`src/rtl/mm_ctrl_pkg.sv`:
```
// mm_ctrl_pkg: shared types and default sizes for the mm_systolic sequencer.
//   Holds the FSM state enum, the default array, element and address sizes,
//   and the packed operand vector type (ARRAY_N*DATA_W bits).
//   No ports; imported by the interface, the address generator and the top.

package mm_ctrl_pkg;

   localparam int ARRAY_N_DEF   = 8;
   localparam int DATA_W_DEF    = 8;
   localparam int ADDR_W_DEF    = 8;
   localparam int DRAIN_CYC_DEF = 16;

   typedef enum logic [2:0] {
      IDLE,
      FLUSH,
      ISSUE,
      TAIL,
      DRAIN,
      DONE
   } state_t;

   typedef logic [ARRAY_N_DEF*DATA_W_DEF-1:0] vec_t;

endpackage

```
`src/rtl/mm_systolic_ctrl_if.sv`:
```
// mm_systolic_ctrl_if: bundle between the sequencer, the scheduler, the two
// operand buffers and the systolic array.
//   scheduler side : start, k_len, a_base, b_base -> ctrl ; busy, done <- ctrl
//   A/B buffers    : *_rd_en, *_rd_addr <- ctrl ; *_rd_data -> ctrl (1-cycle latency)
//   array side     : row_bar, col_bar, bar_valid, flush <- ctrl
//   perf_cycles    : busy-cycle count of the current job, only when
//                    MM_CTRL_PERF_CNT_EN is defined.
// Modports: master = the sequencer, slave = its environment.

interface mm_systolic_ctrl_if
   import mm_ctrl_pkg::*;
#(
   parameter int ARRAY_N = ARRAY_N_DEF,
   parameter int DATA_W  = DATA_W_DEF,
   parameter int ADDR_W  = ADDR_W_DEF
);

   logic                      start;
   logic [ADDR_W:0]           k_len;
   logic [ADDR_W-1:0]         a_base;
   logic [ADDR_W-1:0]         b_base;
   logic                      a_rd_en;
   logic [ADDR_W-1:0]         a_rd_addr;
   logic [ARRAY_N*DATA_W-1:0] a_rd_data;
   logic                      b_rd_en;
   logic [ADDR_W-1:0]         b_rd_addr;
   logic [ARRAY_N*DATA_W-1:0] b_rd_data;
   logic [ARRAY_N*DATA_W-1:0] row_bar;
   logic [ARRAY_N*DATA_W-1:0] col_bar;
   logic                      bar_valid;
   logic                      flush;
   logic                      busy;
   logic                      done;
`ifdef MM_CTRL_PERF_CNT_EN
   logic [31:0]               perf_cycles;
`endif

   modport master (
      input  start, k_len, a_base, b_base, a_rd_data, b_rd_data,
      output a_rd_en, a_rd_addr, b_rd_en, b_rd_addr,
      output row_bar, col_bar, bar_valid, flush, busy, done
`ifdef MM_CTRL_PERF_CNT_EN
      , output perf_cycles
`endif
   );

   modport slave (
      output start, k_len, a_base, b_base, a_rd_data, b_rd_data,
      input  a_rd_en, a_rd_addr, b_rd_en, b_rd_addr,
      input  row_bar, col_bar, bar_valid, flush, busy, done
`ifdef MM_CTRL_PERF_CNT_EN
      , input perf_cycles
`endif
   );

endinterface

```
`src/rtl/mm_ctrl_addr_gen.sv`:
```
// mm_ctrl_addr_gen: operand buffer read-address counter.
//   clk, rst_n : clock, synchronous active-low reset
//   load, base : load the job base address
//   step       : advance to the next address after a read beat
//   addr       : current read address, wraps modulo 2^ADDR_W

module mm_ctrl_addr_gen #(
   parameter int ADDR_W = 8
) (
   input  logic              clk,
   input  logic              rst_n,
   input  logic              load,
   input  logic              step,
   input  logic [ADDR_W-1:0] base,
   output logic [ADDR_W-1:0] addr
);

   always_ff @(posedge clk) begin
      if (!rst_n) begin
         addr <= '0;
      end else if (load) begin
         addr <= base;
      end else if (step) begin
         addr <= addr + ADDR_W'(1);
      end
   end

endmodule

```
`src/rtl/mm_systolic_ctrl.sv`:
```
// mm_systolic_ctrl: sequencer for the ARRAY_N x ARRAY_N mm_systolic array.
//   clk    : clock
//   rst_n  : synchronous active-low reset; aborts any job without done
//   bus    : mm_systolic_ctrl_if.master (start/k_len/bases in, buffer reads,
//            row_bar/col_bar/bar_valid/flush to the array, busy/done out)
// Optional: define MM_CTRL_PERF_CNT_EN to add bus.perf_cycles, the busy-cycle
// count of the current job (cleared on accepted start, held after done).
// DRAIN_CYC must be at least 2*ARRAY_N so the array pipeline has emptied.
//
// state | meaning
// IDLE  | waiting for start
// FLUSH | one cycle, clears array accumulators
// ISSUE | k_len cycles of A/B buffer reads
// TAIL  | one cycle while the final read beat reaches the array
// DRAIN | array pipeline settle time
// DONE  | one cycle, completion
//
// All outputs are registered from the state, so they trail the state by one
// cycle; start is accepted only when the state is IDLE and busy has dropped,
// which also rejects a start in the cycle done is high.

module mm_systolic_ctrl
   import mm_ctrl_pkg::*;
#(
   parameter int ARRAY_N   = ARRAY_N_DEF,
   parameter int DATA_W    = DATA_W_DEF,
   parameter int ADDR_W    = ADDR_W_DEF,
   parameter int DRAIN_CYC = DRAIN_CYC_DEF
) (
   input  logic                clk,
   input  logic                rst_n,
   mm_systolic_ctrl_if.master  bus
);

   localparam int VEC_W   = ARRAY_N * DATA_W;
   localparam int DRAIN_W = $clog2(DRAIN_CYC + 1);

   state_t               state;
   state_t               state_nxt;
   logic [ADDR_W:0]      beat_cnt;
   logic [DRAIN_W-1:0]   drain_cnt;
   logic                 accept;

   logic                 rd_en_q;
   logic                 bar_valid_q;
   logic                 flush_q;
   logic                 busy_q;
   logic                 done_q;

   assign accept = (state == IDLE) && !busy_q && bus.start;

   always_ff @(posedge clk) begin
      if (!rst_n) begin
         state <= IDLE;
      end else begin
         state <= state_nxt;
      end
   end

   always_comb begin
      state_nxt = state;
      case (state)
         IDLE:    if (accept) state_nxt = FLUSH;
         FLUSH:   state_nxt = (beat_cnt == '0) ? DRAIN : ISSUE;
         ISSUE:   if (beat_cnt == (ADDR_W+1)'(1)) state_nxt = TAIL;
         TAIL:    state_nxt = DRAIN;
         DRAIN:   if (drain_cnt == '0) state_nxt = DONE;
         DONE:    state_nxt = IDLE;
         default: state_nxt = IDLE;
      endcase
   end

   // Beat and drain timers are down-counters with a terminal count of zero.
   // An empty job skips ISSUE and TAIL, so its drain is one cycle longer to
   // keep the job length at k_len + DRAIN_CYC + 3 busy cycles.
   always_ff @(posedge clk) begin
      if (!rst_n) begin
         beat_cnt  <= '0;
         drain_cnt <= '0;
      end else begin
         if (accept) begin
            beat_cnt <= bus.k_len;
         end else if (state == ISSUE) begin
            beat_cnt <= beat_cnt - (ADDR_W+1)'(1);
         end

         if (state == FLUSH && beat_cnt == '0) begin
            drain_cnt <= DRAIN_W'(DRAIN_CYC);
         end else if (state == TAIL) begin
            drain_cnt <= DRAIN_W'(DRAIN_CYC - 1);
         end else if (state == DRAIN) begin
            drain_cnt <= drain_cnt - DRAIN_W'(1);
         end
      end
   end

   always_ff @(posedge clk) begin
      if (!rst_n) begin
         rd_en_q     <= 1'b0;
         bar_valid_q <= 1'b0;
         flush_q     <= 1'b0;
         busy_q      <= 1'b0;
         done_q      <= 1'b0;
      end else begin
         rd_en_q     <= (state == ISSUE);
         bar_valid_q <= rd_en_q;
         flush_q     <= (state == FLUSH);
         busy_q      <= (state != IDLE);
         done_q      <= (state == DONE);
      end
   end

   // Address advances after every issued beat, so the first beat reads base.
   mm_ctrl_addr_gen #(.ADDR_W(ADDR_W)) u_addr_a (
      .clk   (clk),
      .rst_n (rst_n),
      .load  (accept),
      .step  (rd_en_q),
      .base  (bus.a_base),
      .addr  (bus.a_rd_addr)
   );

   mm_ctrl_addr_gen #(.ADDR_W(ADDR_W)) u_addr_b (
      .clk   (clk),
      .rst_n (rst_n),
      .load  (accept),
      .step  (rd_en_q),
      .base  (bus.b_base),
      .addr  (bus.b_rd_addr)
   );

   assign bus.a_rd_en   = rd_en_q;
   assign bus.b_rd_en   = rd_en_q;
   assign bus.bar_valid = bar_valid_q;
   assign bus.flush     = flush_q;
   assign bus.busy      = busy_q;
   assign bus.done      = done_q;

   // Read data arrives one cycle after rd_en, exactly when bar_valid is up.
   assign bus.row_bar = bar_valid_q ? bus.a_rd_data : {VEC_W{1'b0}};
   assign bus.col_bar = bar_valid_q ? bus.b_rd_data : {VEC_W{1'b0}};

`ifdef MM_CTRL_PERF_CNT_EN
   logic [31:0] perf_q;

   // Counts cycles in which busy will be high; stops once the FSM is back
   // in IDLE, so the total is final in the done cycle and held afterwards.
   always_ff @(posedge clk) begin
      if (!rst_n) begin
         perf_q <= '0;
      end else if (accept) begin
         perf_q <= '0;
      end else if (state != IDLE) begin
         perf_q <= perf_q + 32'd1;
      end
   end

   assign bus.perf_cycles = perf_q;
`endif

endmodule

```
`src/flat_wrapper.sv`:
```
// flat-port wrapper written by rule: the top's interface ports become plain ports
module mm_systolic_ctrl_flat import mm_ctrl_pkg::*;
#(
   parameter int ARRAY_N   = ARRAY_N_DEF,
   parameter int DATA_W    = DATA_W_DEF,
   parameter int ADDR_W    = ADDR_W_DEF,
   parameter int DRAIN_CYC = DRAIN_CYC_DEF
)
  (clk, rst_n, bus_start, bus_k_len, bus_a_base, bus_b_base, bus_a_rd_data, bus_b_rd_data, bus_a_rd_en, bus_a_rd_addr, bus_b_rd_en, bus_b_rd_addr, bus_row_bar, bus_col_bar, bus_bar_valid, bus_flush, bus_busy, bus_done);
  mm_systolic_ctrl_if #(.ARRAY_N(ARRAY_N), .DATA_W(DATA_W), .ADDR_W(ADDR_W)) bus_i ();
  input  logic clk;
  input  logic rst_n;
  input wire logic [$bits(bus_i.start)-1:0] bus_start;
  input wire logic [$bits(bus_i.k_len)-1:0] bus_k_len;
  input wire logic [$bits(bus_i.a_base)-1:0] bus_a_base;
  input wire logic [$bits(bus_i.b_base)-1:0] bus_b_base;
  input wire logic [$bits(bus_i.a_rd_data)-1:0] bus_a_rd_data;
  input wire logic [$bits(bus_i.b_rd_data)-1:0] bus_b_rd_data;
  output wire logic [$bits(bus_i.a_rd_en)-1:0] bus_a_rd_en;
  output wire logic [$bits(bus_i.a_rd_addr)-1:0] bus_a_rd_addr;
  output wire logic [$bits(bus_i.b_rd_en)-1:0] bus_b_rd_en;
  output wire logic [$bits(bus_i.b_rd_addr)-1:0] bus_b_rd_addr;
  output wire logic [$bits(bus_i.row_bar)-1:0] bus_row_bar;
  output wire logic [$bits(bus_i.col_bar)-1:0] bus_col_bar;
  output wire logic [$bits(bus_i.bar_valid)-1:0] bus_bar_valid;
  output wire logic [$bits(bus_i.flush)-1:0] bus_flush;
  output wire logic [$bits(bus_i.busy)-1:0] bus_busy;
  output wire logic [$bits(bus_i.done)-1:0] bus_done;
  assign bus_i.start = bus_start;
  assign bus_i.k_len = bus_k_len;
  assign bus_i.a_base = bus_a_base;
  assign bus_i.b_base = bus_b_base;
  assign bus_i.a_rd_data = bus_a_rd_data;
  assign bus_i.b_rd_data = bus_b_rd_data;
  assign bus_a_rd_en = bus_i.a_rd_en;
  assign bus_a_rd_addr = bus_i.a_rd_addr;
  assign bus_b_rd_en = bus_i.b_rd_en;
  assign bus_b_rd_addr = bus_i.b_rd_addr;
  assign bus_row_bar = bus_i.row_bar;
  assign bus_col_bar = bus_i.col_bar;
  assign bus_bar_valid = bus_i.bar_valid;
  assign bus_flush = bus_i.flush;
  assign bus_busy = bus_i.busy;
  assign bus_done = bus_i.done;
  mm_systolic_ctrl #(.ARRAY_N(ARRAY_N), .DATA_W(DATA_W), .ADDR_W(ADDR_W), .DRAIN_CYC(DRAIN_CYC)) u_core (.clk(clk), .rst_n(rst_n), .bus(bus_i));
endmodule
```
`config.mk`:
```
export PLATFORM = sky130hd
export DESIGN_NAME = mm_systolic_ctrl_flat
export DESIGN_NICKNAME = d
export VERILOG_FILES = /design/src/rtl/mm_ctrl_pkg.sv /design/src/rtl/mm_systolic_ctrl_if.sv /design/src/rtl/mm_ctrl_addr_gen.sv /design/src/rtl/mm_systolic_ctrl.sv /design/src/flat_wrapper.sv
export SDC_FILE = /design/constraint.sdc
export NUM_CORES = 1
export LEC_CHECK = 0
export ABC_AREA = 1
export CAP_MARGIN = 25
export CORE_AREA = 2 2 118 120
export CTS_CLUSTER_SIZE = 8
export DETAILED_ROUTE_END_ITERATION = 8
export DIE_AREA = 0 0 120 122
export GPL_ROUTABILITY_DRIVEN = 0
export GPL_TIMING_DRIVEN = 0
export PLACE_DENSITY = 0.74
export SKIP_CTS_REPAIR_TIMING = 1
export SYNTH_ARGS = -nofsm -noshare
export SYNTH_HDL_FRONTEND = slang
export SYNTH_SLANG_ARGS = --single-unit
```
`constraint.sdc`:
```
create_clock -name clk -period 2.5 [get_ports clk]
set_input_delay 0.375 -clock clk [delete_from_list [all_inputs] [get_ports clk]]
set_output_delay 0.375 -clock clk [all_outputs]
set_load 0.005 [all_outputs]
```
Word level (Yosys, flattened, before mapping)
Index checks and enable logic that the tools add are counted.

Input bits: 156. Word-level logic and storage cells: 55. Flip-flop bits (word level): 38. Output and inout bits: 150.

Reductions and logical operators: 14. Mux-type cells: 16. Equal/unequal tests: 9. Add/sub/neg operators: 4. Bitwise gates (word level): 1.

Operator list (number): 64-bit two-way mux (2); 8-bit two-way mux (4); 9-bit two-way mux (2); 8-bit by 1-bit adder with 8-bit output, second input constant (2); 5-bit two-way mux (3); 3-bit case mux with 5 select lines (1); 3-bit two-way mux (4); 9-bit by 1-bit == test with 1-bit output, second input constant (1); 9-bit logical NOT (1); 9-bit by 1-bit subtractor with 9-bit output, second input constant (1); 3-bit by 2-bit == test with 1-bit output, second input constant (2); 3-bit == test, second input constant (2); 2-bit by 1-bit inequality test with 1-bit output, second input constant (3); 2-bit nonzero test (3); 3-bit nonzero test (2); 5-bit logical NOT (1); 5-bit by 1-bit subtractor with 5-bit output, second input constant (1); 3-bit by 1-bit == test with 1-bit output, second input constant (1); 1-bit logical AND (3); 3-bit logical NOT (1); 3-bit AND reduction (1); 2-bit OR reduction (1); 1-bit logical NOT (1); 1-bit NOT (1).

Depth between registers and ports, before layout
Gate-level depths: netlist of run 1.

Depth after elaboration: 5. Gate-level depth with buffers: 10. Gate-level depth less buffers: 10.

By module
From an unflattened synthesis of run 1, not the netlist that was laid out.

Cell total of the unflattened synthesis: 591. Area total of the unflattened synthesis: 3209.3 um2.

Modules (own cells, without submodules): mm_systolic_ctrl (sequential area each 440.4 um2, area each 2230.9 um2, cells an instance 451, times used 1); mm_ctrl_addr_gen (sequential area each 160.2 um2, area each 489.2 um2, cells an instance 70, times used 2).

Worst setup path after synthesis of run 1
OpenSTA, ideal clock, no wires.

Path kind: reg-to-output. Start point: register u_core.bar_valid_q, in the netlist u_core.bus.bar_valid. End point: output port bus_row_bar[43]. Stages on the path, launching flop included: 5. Path slack: 1099 ps. Path buffers: 2. Data arrival time: 1026 ps. Required time: 2125 ps. Path through: dfxtp_1 > clkbuf_1 > clkbuf_1 > nand2_1 > inv_1.

Word-level cells in the longest chain between the ends: 1.

Ends and longest elaborated chain: start: declaration (line mm_systolic_ctrl.sv:45) `logic bar_valid_q;`; start signal: assignment (line mm_systolic_ctrl.sv:106) `bar_valid_q <= rd_en_q;`; 64-bit two-way mux (line mm_systolic_ctrl.sv:140) `assign bus.row_bar = bar_valid_q ? bus.a_rd_data : {VEC_W{1'b0}};`; end: declaration (line flat_wrapper.sv:23) `output wire logic [$bits(bus_i.row_bar)-1:0] bus_row_bar;`.

No other way between the ends.

Worst setup path after layout of run 1
Start point: register u_core.bar_valid_q, in the netlist u_core.bus.bar_valid. End point: output port bus_col_bar[31].

Word-level cells in the longest chain between the ends: 1.

Ends and longest elaborated chain: 64-bit two-way mux (line mm_systolic_ctrl.sv:141) `assign bus.col_bar = bar_valid_q ? bus.b_rd_data : {VEC_W{1'b0}};`; end: declaration (line flat_wrapper.sv:24) `output wire logic [$bits(bus_i.col_bar)-1:0] bus_col_bar;`.

No other way between the ends.

==> results of run 1 <==
[metrics by stage]
step | setup slack [ns] | hold slack [ns] | setup TNS (ns) | cell area (um2) | cells
2_1_floorplan | 1.10 | 0.454 | 0 | 3220 | 617
3_3_place_gp | 0.122 | 0.472 | 0 | 6500 | 1102
3_5_place_dp | 0.138 | 0.481 | 0 | 6500 | 1102
4_1_cts | -0.169 | 0.489 | -4.15 | 6690 | 1110
5_1_grt | 0.00739 | 0.511 | 0 | 6700 | 1111
6_report | 0.118 | 0.486 | 0 | 6710 | 1112
[critical path, stage by stage, from the launching register on]
cell             delay, ns
dfxtp_1               0.35
clkbuf_2              0.25
clkbuf_1              0.37
nand2_1               0.17
inv_1                 0.09
clkdlybuf4s50_1       0.49
[power by group through the flow]
stage	Combinational, mW	Clock, mW	Sequential (mW)
2_1_floorplan	1.39	0	1.03
3_3_place_gp	2.46	0	1.06
3_5_place_dp	2.48	0	1.07
4_1_cts	2.51	0.849	1.06
5_1_grt	2.80	0.875	1.10
6_report	2.51	0.848	1.07
[final timing paths]
kind	from	to	slack (ns)	cells past startpoint
max	u_core.bus.bar_valid	bus_col_bar[31]	0.12	5
min	u_core.beat_cnt[8]	u_core.beat_cnt[8]	0.49	2
max reg2reg	u_core.beat_cnt[0]	u_core.beat_cnt[6]	1.02	9
min reg2reg	u_core.beat_cnt[8]	u_core.beat_cnt[8]	0.49	2
[cell usage after synthesis (2+ instances only)]
cell        n
o21ai_1     2
dfxtp_1    38
ha_1        6
a31oi_1     4
inv_1     181
buf_2       3
clkbuf_1   17
nor2_1     39
o21bai_1    2
nand4_1     6
nand3_1    35
nand2_2     2
xnor2_1     4
nand2_1   219
a21oi_1    18
o21ai_0    18
or2_0       2
buf_4       2
nor2_4      2
nor3_1      7
[registers in the layout, summed over array words and instances (netlist names)]
signal                cells
u_core.beat_cnt           9
u_core.bus.a_rd_en        1
u_core.bus.bar_valid      1
u_core.bus.busy           1
u_core.bus.done           1
u_core.bus.flush          1
u_core.drain_cnt          5
u_core.state              3
u_core.u_addr_a.addr      8
u_core.u_addr_b.addr      8
[layout make-up]
class                   instances  area [um2]
well taps                     180         225
flip-flops and latches         38         761
inverters                     182         683
repair buffers                305        3050
clock inverters                 3        68.8
multi-input cells             373        1670
plain buffers                  24         119
diodes                          2        5.00
clock buffers                   5         125
fillers                      1375        6800
[kinds of logic (layout without fill, tap and decap cells)]
logic type | count (synthesis) | in the layout | share of synthesized area
AND/OR/NAND/NOR | 317 | 317 | 0.407
buffers and inverters | 206 | 519 | 0.246
XOR/XNOR | 5 | 5 | 0.0136
other | 0 | 2 | 0
adder cells (fa/ha/maj) | 6 | 6 | 0.0233
AO/OA/AOI/OAI | 45 | 45 | 0.0739
flip-flops | 38 | 38 | 0.236
[routing by layer]
metal,GRT usage,part of all wire,vias up
met3,0.120,0.14,15
met1,0.348,0.45,2094
met2,0.358,0.40,251
li1,-,-,2397
met5,0,0,-
met4,0.0404,0.013,0
==> impl_metrics.yaml, run 1 <==
run_status:
  outcome: "finished, final reports clean"
synth:
  synth_seq_cells: 38
  avgSynthCellArea_um2: 5.22
  synthTopCellsByArea: "nand2_1, dfxtp_1, inv_1"
  ys.warnings.count: 0
  yosys.area.top_type: "nand2_1"
  syn_inst: 617
  seq_area_frac_synth: 0.236
  synth_top_area_frac: 0.255
  post_synth_num_cell_types: 30
  async_reset_ff_frac: 0
  synth_edf_count: 0
  ys.flop_type: "dfxtp_1"
  syn_nets: 779
  synthesis.area_mm2: 0.00322
clock_network:
  clock_latency_ns: 0.28
  cts_root_buffer: "clkbuf_16"
  cts_tree: "done"
  clock_path_buffers: 2
  cts.sinks: 38
  htree_levels: 2
  path_clk_slew_ns: 0.06
  cts_made_buffers: 5
setup_path:
  worstSetupPathType: "reg2out"
  cp-start-kind: "flop"
  path_max_fanout: 10
  required_ns: 2.12
  cp_data_arrival_time_ns: 2.01
  cp-end-kind: "output port"
hold_path:
  hp-class: "reg2reg"
floorplanning:
  row_count: 43
  die_width_um: 120
  initial_core_util: 0.238
  fp.dieArea_mm2: 0.0146
  coreArea_mm2: 0.0135
  die_y_um: 122
  io_pins: 306
sta:
  relSlewSlack: 0.592
  drv_slew: 0
  period_share: 0.953
  setup_viol: 0
  min_period_ns: 2.38
  fmax_mhz: 420
  finClkSkew_ns: 0.00278
  rsz0062_at_grt: "false"
  worstMarginPinSlew_ns: 0.612
  hold_viol_final: 0
global_routing:
  grt-ovfl-total: 0
  grtUsageTotal: 0.251
  grt_start_max_net_pins: 14
  grt_pass1_vias: 4303
  grt_pass1_wl_um: 27100
  antenna_found_initial: 1
cells_and_area:
  final_layout_size_suffix_gt1_frac: 0.0344
  final_cell_mix: "clkdlybuf4s50_1, nand2_1, inv_1"
  final_common_cell: "clkdlybuf4s50_1"
  final_util: 0.497
  area_growth_syn_to_layout_pct: 108
  nNetsFinal: 1091
power_and_ir_drop:
  net-switching-power_mw: 1.85
  share_comb_of_total_power: 0.567
  p_seq_frac: 0.241
  power.ir.vdd_worst_v: 0.000556
  p_int_mw: 2.57
  pwr-share-clk: 0.191
  power_mw: 4.43
  power_density_mw_per_mm2: 660
  p_leak_nw: 3.67
  p_sw_frac: 0.419
placed_design:
  dpl.hpwl_um: 16400
  io_buffer_count: 305
route:
  drtPass1Iterations: 5
  num_vias: 4757
  wl_per_cell_um: 17.6
  vias_per_cell: 4.28
  wl_um: 19600
  remaining_drc_errors: 0
  drt_iter0_drc: 330
  drt.antenna.violating_nets: 0
run:
  max_cap_violations: 0
(Power assumes the default switching activity.)
==> run 2: changes to the inputs <==
PLACE_DENSITY = 0.67   (was 0.74)
==> impl_metrics.yaml, run 2 (synthesis gave the netlist of run 1 again) <==
run_status:
  outcome: "finished, final reports clean"
route:
  drtPass1Iterations: 5
  met1_length_um: 8180
  num_vias: 4591
  vias_per_cell: 4.14
  drt.antenna.violating_nets: 0
  drt_iter0_drc: 266
  remaining_drc_errors: 0
  highest_layer: "met5"
  routed-wl-met3_um: 2840
  dr_wl_met2_um: 7760
  wl_per_cell_um: 17.1
  wl_um: 18900
clock_network:
  cts.sinks: 38
  clock_latency_ns: 0.28
  path_clk_slew_ns: 0.06
  clock_path_buffers: 2
  cts_made_buffers: 5
  htree_levels: 2
  cts_root_buffer: "clkbuf_16"
  cts_tree: "done"
setup_path:
  path_max_fanout: 10
  path_cells: "clkbuf_4, clkbuf_2, nand2_1, inv_1, clkdlybuf4s50_1"
  rrSetupSlack_ns: 1.03
  required_ns: 2.12
  cp-start-kind: "flop"
  cp-end-kind: "output port"
  worstSetupPathType: "reg2out"
  slowest_delay_ns: 0.55
  cpMaxStageDelayCell: "clkdlybuf4s50_1"
  cp_data_arrival_time_ns: 1.98
floorplanning:
  row_count: 43
  initial_core_util: 0.238
  coreArea_mm2: 0.0135
  die_y_um: 122
  fp.dieArea_mm2: 0.0146
  io_pins: 306
  die_width_um: 120
power_and_ir_drop:
  net-switching-power_mw: 1.84
  power.ir.vdd_worst_v: 0.000539
  pwr-share-clk: 0.172
  p_sw_frac: 0.424
  p_seq_frac: 0.247
  power_density_mw_per_mm2: 648
  share_comb_of_total_power: 0.582
  p_leak_nw: 3.68
  p_int_mw: 2.50
sta:
  min_period_ns: 2.35
  fmax_mhz: 425
  setup_viol: 0
  finalSetupTns_ns: 0
  hold_viol_final: 0
  period_share: 0.940
  worstMarginPinSlew_ns: 0.624
  relSlewSlack: 0.584
  rsz0062_at_grt: "false"
  drv_slew: 0
  layout_setup_ws_ns: 0.150
  finClkSkew_ns: 0.00625
cells_and_area:
  final_common_cell: "clkdlybuf4s50_1"
  area_growth_syn_to_layout_pct: 108
  nNetsFinal: 1091
  final_cell_mix: "clkdlybuf4s50_1, nand2_1, inv_1"
  final_layout_size_suffix_gt1_frac: 0.0398
  regArea_um2: 761
  top_regs: "u_core.beat_cnt x9, u_core.u_addr_a.addr x8, u_core.u_addr_b.addr x8"
  largest_register_ff_count: 9
  multi_input_area_mm2: 0.00167
  top_register: "u_core.beat_cnt"
  instances_no_fill: 1109
  antennaDiodeCount: 0
  fill_cells: 1418
placed_design:
  place_ws_ns: 0.00714
  dp.cells: 1102
  dpl.hpwl_um: 15900
  io_buffer_count: 305
global_routing:
  grt_start_max_net_pins: 12
  grtUsageTotal: 0.244
  grt_pass1_vias: 4327
  grt_pass1_wl_um: 26600
  antenna_found_initial: 1
  grt-ovfl-total: 0
run:
  max_cap_violations: 0
hold_path:
  hp-class: "reg2reg"
-- run 2: cell type report --
class	instances	share of cell area
plain buffers	24	0.0196
clock buffers	6	0.0208
clock inverters	1	0.00449
inverters	182	0.102
multi-input cells	373	0.249
flip-flops and latches	38	0.114
well taps	180	0.0337
repair buffers	305	0.457
-- run 2: power by group through the flow --
stage	combinational [mW]	sequential (mW)	clock [mW]
floorplan	1.39	1.03	0
global placement	2.47	1.07	0
detailed placement	2.49	1.07	0
CTS	2.52	1.06	0.748
global route	2.81	1.10	0.784
finish	2.52	1.07	0.745
-- run 2: metal layers --
metal  vias up  global-route usage
met1      1978               0.320
met3        12               0.144
li1       2389                   -
met5         -                   0
met2       210               0.356
met4         2              0.0272
-- run 2: final timing paths --
path	start	end	cells after the start
max	u_core.bus.bar_valid	bus_col_bar[54]	5
min	u_core.beat_cnt[8]	u_core.beat_cnt[8]	2
max reg2reg	u_core.bus.a_rd_en	u_core.u_addr_b.addr[2]	5
min reg2reg	u_core.beat_cnt[8]	u_core.beat_cnt[8]	2
-- run 2: metrics by stage --
| step | hold WS (ns) | total power, mW | utilization | instance area, um2 |
|---|---|---|---|---|
| 6_report | 0.495 | 4.34 | 0.495 | 6690 |
| 5_1_grt | 0.520 | 4.70 | 0.495 | 6690 |
| 4_1_cts | 0.488 | 4.33 | 0.494 | 6670 |
| 3_5_place_dp | 0.480 | 3.57 | 0.481 | 6500 |
| 3_3_place_gp | 0.472 | 3.54 | 0.481 | 6500 |
| 2_1_floorplan | 0.454 | 2.42 | - | 3220 |
-- run 2: worst max-delay path, delay by kind of cell (launching register included) --
kind | cells | cell delay [ns]
flops | 1 | 0.43
simple gates | 1 | 0.08
buf+inv | 4 | 1.19
==> run 3: changes to the inputs <==
CTS_CLUSTER_SIZE = 14   (was 8)
==> results of run 3 <==
Same layout as run 2: the final DEF is identical, and so are final timing and power.
